<file path="config.mk">
export PLATFORM = sky130hd
export DESIGN_NAME = mux21_arbiter
export DESIGN_NICKNAME = d
export VERILOG_FILES = /design/src/rtl/mux21_arbiter_pkg.sv /design/src/rtl/mux21_arbiter_muxw21.sv /design/src/rtl/mux21_arbiter.sv
export SDC_FILE = /design/constraint.sdc
export NUM_CORES = 1
export LEC_CHECK = 0
export CAP_MARGIN = 20
export CORE_UTILIZATION = 38
export DETAILED_ROUTE_END_ITERATION = 16
export PLACE_DENSITY_LB_ADDON = 0.3
export SYNTH_ARGS = -nofsm -noshare
export SYNTH_HDL_FRONTEND = slang
export SYNTH_SLANG_ARGS = --single-unit
</file>
<file path="constraint.sdc">
create_clock -name clk -period 1.75 [get_ports clk]
set_input_delay 0.35 -clock clk [delete_from_list [all_inputs] [get_ports clk]]
set_output_delay 0.35 -clock clk [all_outputs]
set_load 0.01 [all_outputs]
</file>
<file path="src/rtl/mux21_arbiter_pkg.sv">
// Shared definitions for the two-requester round-robin mux arbiter:
// grant-state encodings and default parameter values.
package mux21_arbiter_pkg;

  localparam int DEF_WIDTH     = 8;
  localparam int DEF_MAX_BURST = 4;

  typedef enum logic [1:0] {
    ST_IDLE = 2'd0,
    ST_G0   = 2'd1,
    ST_G1   = 2'd2
  } arb_state_e;

endpackage

</file>
<file path="src/rtl/mux21_arbiter_muxw21.sv">
// WIDTH-bit 2:1 multiplexer: y = s ? b : a.
module muxw21
  import mux21_arbiter_pkg::*;
#(
  parameter int WIDTH = DEF_WIDTH
) (
  input  logic [WIDTH-1:0] a,
  input  logic [WIDTH-1:0] b,
  input  logic             s,
  output logic [WIDTH-1:0] y
);

  assign y = s ? b : a;

endmodule

</file>
<file path="src/rtl/mux21_arbiter.sv">
// Round-robin arbiter sharing one 2:1 mux path between two requesters, with a
// registered valid/ready output. ARB_BURST_LIMIT_EN adds a per-grant burst cap.
module mux21_arbiter
  import mux21_arbiter_pkg::*;
#(
  parameter int WIDTH     = DEF_WIDTH,
  parameter int MAX_BURST = DEF_MAX_BURST
) (
  input  logic             clk,
  input  logic             rst,
  input  logic             req0,
  input  logic             req1,
  input  logic [WIDTH-1:0] d0,
  input  logic [WIDTH-1:0] d1,
  output logic             gnt0,
  output logic             gnt1,
  output logic             sel,
  output logic             out_valid,
  output logic [WIDTH-1:0] out_data,
  input  logic             out_ready
);

  if (MAX_BURST < 1 || MAX_BURST > 255) begin : g_bad_max_burst
    $error("mux21_arbiter: MAX_BURST must be in 1..255");
  end

  arb_state_e       state_q, state_d;
  logic             lp_q, lp_d;
  logic             out_valid_q, out_valid_d;
  logic [WIDTH-1:0] out_data_q, out_data_d;
  logic [WIDTH-1:0] mux_y;
  logic             can_take;
  logic             accept;
  logic             force_handover;

`ifdef ARB_BURST_LIMIT_EN
  localparam logic [7:0] BURST_LAST = 8'(MAX_BURST - 1);
  logic [7:0] cnt_q, cnt_d;
`endif

  assign gnt0      = (state_q == ST_G0);
  assign gnt1      = (state_q == ST_G1);
  assign sel       = gnt1;
  assign out_valid = out_valid_q;
  assign out_data  = out_data_q;

  muxw21 #(.WIDTH(WIDTH)) u_mux (
    .a (d0),
    .b (d1),
    .s (sel),
    .y (mux_y)
  );

  always_comb begin
    can_take = !out_valid_q || out_ready;
    accept   = ((gnt0 && req0) || (gnt1 && req1)) && can_take;

`ifdef ARB_BURST_LIMIT_EN
    // The cap is hit on the edge that accepts the last beat, so the next owner
    // starts transferring the very next cycle.
    force_handover = accept && (cnt_q == BURST_LAST);
`else
    force_handover = 1'b0;
`endif

    state_d = state_q;
    lp_d    = lp_q;
    case (state_q)
      ST_IDLE: begin
        if (req0 && req1)  state_d = lp_q ? ST_G0 : ST_G1;
        else if (req0)     state_d = ST_G0;
        else if (req1)     state_d = ST_G1;
      end
      ST_G0: begin
        if (!req0 || (force_handover && req1)) begin
          lp_d    = 1'b0;
          state_d = req1 ? ST_G1 : ST_IDLE;
        end
      end
      ST_G1: begin
        if (!req1 || (force_handover && req0)) begin
          lp_d    = 1'b1;
          state_d = req0 ? ST_G0 : ST_IDLE;
        end
      end
      default: state_d = ST_IDLE;
    endcase

`ifdef ARB_BURST_LIMIT_EN
    cnt_d = cnt_q;
    if (state_d != state_q)  cnt_d = 8'd0;
    else if (force_handover) cnt_d = 8'd0;
    else if (accept)         cnt_d = cnt_q + 8'd1;
`endif

    out_data_d  = accept ? mux_y : out_data_q;
    out_valid_d = accept ? 1'b1 : (out_ready ? 1'b0 : out_valid_q);
  end

  always_ff @(posedge clk or posedge rst) begin
    if (rst) begin
      state_q     <= ST_IDLE;
      lp_q        <= 1'b1;
      out_valid_q <= 1'b0;
      out_data_q  <= '0;
`ifdef ARB_BURST_LIMIT_EN
      cnt_q       <= 8'd0;
`endif
    end else begin
      state_q     <= state_d;
      lp_q        <= lp_d;
      out_valid_q <= out_valid_d;
      out_data_q  <= out_data_d;
`ifdef ARB_BURST_LIMIT_EN
      cnt_q       <= cnt_d;
`endif
    end
  end

endmodule

</file>
# Word level (Yosys, flattened, before mapping)
# Cells that the tools add are included.
dict set report op_classes {
  n_reduce_logical 12
  eq_ne 5
  n_mux 15
}
# op count
set op_table {}
lappend op_table {{$mux 2} 7}
lappend op_table {{$mux 8} 1}
lappend op_table {{$pmux 2 s3} 1}
lappend op_table {{$reduce_and 3->1} 2}
lappend op_table {{$mux 1} 5}
lappend op_table {{$logic_and 1x1->1} 4}
lappend op_table {{$ne 2x2->1 const B} 2}
lappend op_table {{$ne 4x4->1 const B} 1}
lappend op_table {{$reduce_bool 2->1} 2}
lappend op_table {{$eq 2x1->1 const B} 1}
lappend op_table {{$eq 2x2->1 const B} 1}
lappend op_table {{$logic_not 2->1} 1}
lappend op_table {{$logic_or 1x1->1} 2}
lappend op_table {{$pmux 1 s2} 1}
lappend op_table {{$logic_not 1->1} 1}
dict set report word_totals {
  inputBits 21
  ff_bits 12
  out_inout_bits 12
}

# Logic depth before layout (Yosys ltp)
dict set report depth {
  depth_word 5
  ltp_mapped 4
  depth_no_buf 3
}

# Cells and area by module
# Synthesis repeated with hierarchy kept, for this count alone.
dict set report hier_totals {
  hier_cells 49
  hier_area_um2 675.6
}
# module cells_per_inst area_per_inst_um2 seq_area_each_um2 instances
set modules_own_cells {}
lappend modules_own_cells {mux21_arbiter 40 544.3 301.5 1}
lappend modules_own_cells {muxw21 9 131.4 0.0 1}

# Worst setup path after synthesis
# Ideal clock, no wire load.
dict set report synth_path {
  kind {flip-flop to flip-flop}
  startpoint {register state_q[0]}
  endpoint {register out_data_q[0] (netlist: out_data[0])}
  setup_ns 0.125
  setup_slack_ns 0.353
  t_required_ns 1.625
  stages_incl_launch_ff 4
  n_path_buf 0
  arrival_ns 1.272
  period_less_slack_ns 1.397
  path_cell_list {dfrtp_1 nand3b_1 a21oi_4 mux2_2}
}
dict set report synth_via {
  elab_chain_cells 4
  elab_cells_between_ends 7
}
# item line_no
set synth_lines {}
lappend synth_lines {{start: declaration} mux21_arbiter.sv:27} ;# arb_state_e state_q, state_d;
lappend synth_lines {{start signal: assignment} mux21_arbiter.sv:110} ;# state_q <= state_d;
lappend synth_lines {{$eq 2x1->1 or $eq 2x2->1 (tied branches)} {mux21_arbiter.sv:41, mux21_arbiter.sv:42}}
lappend synth_lines {{$logic_and 1x1->1} mux21_arbiter.sv:56} ;# accept = ((gnt0 && req0) || (gnt1 && req1)) && can_take;
lappend synth_lines {{$logic_or 1x1->1} mux21_arbiter.sv:56}
lappend synth_lines {{$logic_and 1x1->1} mux21_arbiter.sv:56}
lappend synth_lines {{end signal: assignment} mux21_arbiter.sv:113} ;# out_data_q <= out_data_d;
lappend synth_lines {{end: declaration} mux21_arbiter.sv:30} ;# logic [WIDTH-1:0] out_data_q, out_data_d;
# Parallel ways exist; a longest one is shown, timed or not.
# A chain may end at the register's enable or synchronous reset.

# Final worst setup path
dict set report layout_path {
  startpoint {register state_q[1]}
  endpoint {output sel}
}
dict set report layout_via {
  elab_chain_cells 1
}
# item line_no
set layout_lines {}
lappend layout_lines {{$eq 2x2->1} mux21_arbiter.sv:42} ;# assign gnt1 = (state_q == ST_G1);
lappend layout_lines {{end: declaration} mux21_arbiter.sv:17} ;# output logic sel,
# No other way between the ends.

==> metrics <==
status=complete, but fails checks; failing checks=DRC; FF+latch count, synth=12; r2r endpoint=out_data[0]; first-pass GRT wire length=2.28 mm; Placed Area=1010 µm²; I/O Buffers=32; Worst R2R Setup Slack=0.19 ns; Root Buffer=clkbuf_4; cell row count=14; crit share post-route=0.902; Global Route Usage Sum=0.164; TritonCTS Buffers=3; skew final=0.00554 ns; area share of the leading cell type in the synthesized netlist=0.421; gpl congestion=0.700; Vias=526; Starting Density=0.420; CTS H-Tree Depth=1; initial antenna violation count=0; die height=43.5 µm; DP Wirelength=989 µm; Post-Syn Area=654 µm²; GR Overflow Total=0; Avg Vias per Cell=5.06; largest vdd supply drop=0.790 mV; postcts setup bufs=0; Top FF cell, synth=dfrtp_1; CORE AREA=1560 µm²; Remaining DRCs=2; Initial DRC Count=14; latest clock arrival within the worst-skew pair=0.28 ns; Max-Cap Viols=0; clock period minus worst slack=1.58 ns; Startpoint Class=register; Synth async-reset ratio=1.00; Post-synth top cells=dfrtp_1, mux2_4, mux2_2; Worst setup EP type=primary output; Ant. Diodes=0; largest net degree at the start of global routing=13; critical path arrival=1.23 ns; RSZ-0062 raised after global routing=false; Avg WL per Cell=13.0 µm; Die W=43.5 µm; final hold viol count=0; HP Class=in2async; max-slew violations=0; Pwr Density=1320 nW/µm²; number of global-route vias before repair=575; I/O Pins=33; Die Area=1890 µm²; Routed Antenna Nets=0; Final Total Pwr=1.37 mW; Setup violations, final=0; CP Class=reg2out; crit-path max FO=8; hold slack final=0.366 ns; area leader, netlist=dfrtp_1; share of cells above drive strength 1=0.307; unique cell type count in the Yosys netlist=17; Yosys warnings=0; P&R area growth vs syn=58.9%; Required @ worst endpoint=1.40 ns; drt first pass iters=11; Clock Path Buffers=2; FMAX=633 MHz; reg2reg path depth=4; syn_nets=71; Slew @ Worst Pin=0.444 ns; Seq/Total Area, Yosys=0.461; final wirelength=1.36 mm; Clk pin slew, worst setup/hold paths=0.08 ns; design area=1040 µm²; CTS tree=yes; Post-Syn Instances=50; slew margin rel.=0.704; static leakage=0.476 nW; RR Startpoint=state_q[0]; Post-synth EDFFs=0; Clock Sink Count=12; largest cells by area after synthesis=dfrtp_1, mux2_4, mux2_2; fin nets=110; post-synthesis area per instance=13.1 µm²; most common cell in the netlist=dfrtp_1
power breakdown:
| group | switching [mW] | total [mW] | internal (mW) |
|---|---|---|---|
| registers | 0.0739 | 0.484 | 0.410 |
| clock network | 0.0973 | 0.224 | 0.126 |
| logic | 0.235 | 0.659 | 0.425 |
critical path: stages (launching register included):
cell and delay (ns):
dfrtp_2 0.47, nand2b_1 0.14, inv_1 0.06, dlygate4sd2_1 0.28
flip-flops by register name, indices dropped and copies added, names as in the netlist:
signal and count:
state_q 2, lp_q 1, out_valid 1, out_data 8
layout by cell type, fill, tap and decap left out, drive strengths merged:
cell type      instances
clkdlybuf4s50         29
mux2                  16
dfrtp                 11
buf                    4
clkbuf                 4
nand3b                 3
inv                    3
nor2                   3
dlygate4sd2            3
o21ai                  2
o22ai                  2
and2                   2
nand2b                 1
nor2b                  1
a21oi                  1
nand2                  1
and2b                  1
dfstp                  1
cell families after synthesis:
group | Yosys count | synth area share
buffers and inverters | 5 | 0.0459
and+or+nand+nor | 12 | 0.107
muxes | 16 | 0.327
AOI/OAI and AO/OA | 5 | 0.0593
DFF | 12 | 0.461
layout make-up:
| cell class | count | area [µm²] |
|---|---|---|
| Fill cell | 115 | 519 |
| Timing Repair Buffer | 36 | 347 |
| Multi-Input combinational cell | 33 | 323 |
| Sequential cell | 12 | 303 |
| Clock buffer | 4 | 36.3 |
| Tap cell | 16 | 20.0 |
| Inverter | 3 | 11.3 |
metal layers:
layer  vias to the layer above  routed length (µm)  global-route usage
li1                        248                   -                   -
met5                         -                   0                   0
met1                       250                 548               0.182
met2                        24                 702               0.303
met3                         4                  93              0.0292
met4                         0                  12              0.0750
stage by stage:
| stage | setup slack (ns) | utilization | cells | TNS [ns] |
|---|---|---|---|---|
| 2_1_floorplan | 0.353 | - | 50 | 0 |
| 3_3_place_gp | -0.0414 | 0.645 | 100 | -0.287 |
| 3_5_place_dp | -0.0563 | 0.645 | 100 | -0.365 |
| 4_1_cts | 0.176 | 0.667 | 104 | 0 |
| 5_1_grt | 0.133 | 0.667 | 104 | 0 |
| 6_report | 0.171 | 0.667 | 104 | 0 |
worst max path at each step:
| stage | startpoint | cells after the start | to | slack (ns) |
|---|---|---|---|---|
| 2_1_floorplan | state_q[0] | 3 | out_data[0] | 0.35 |
| 3_3_place_gp | req1 | 4 | out_data[3] | -0.04 |
| 3_5_place_dp | req1 | 4 | out_data[0] | -0.06 |
| 4_1_cts | state_q[1] | 3 | sel | 0.18 |
| 5_1_grt | state_q[0] | 4 | out_data[2] | 0.13 |
| 6_report | state_q[1] | 3 | sel | 0.17 |
repair_timing:
action / in CTS / in global routing
resized for setup: 4 / 0
endpoints found under the setup margin: 3 / 0
hold endpoints to repair: 0 / 0
hold buffers: 0 / 0
Power figures use the tool's default switching activity.
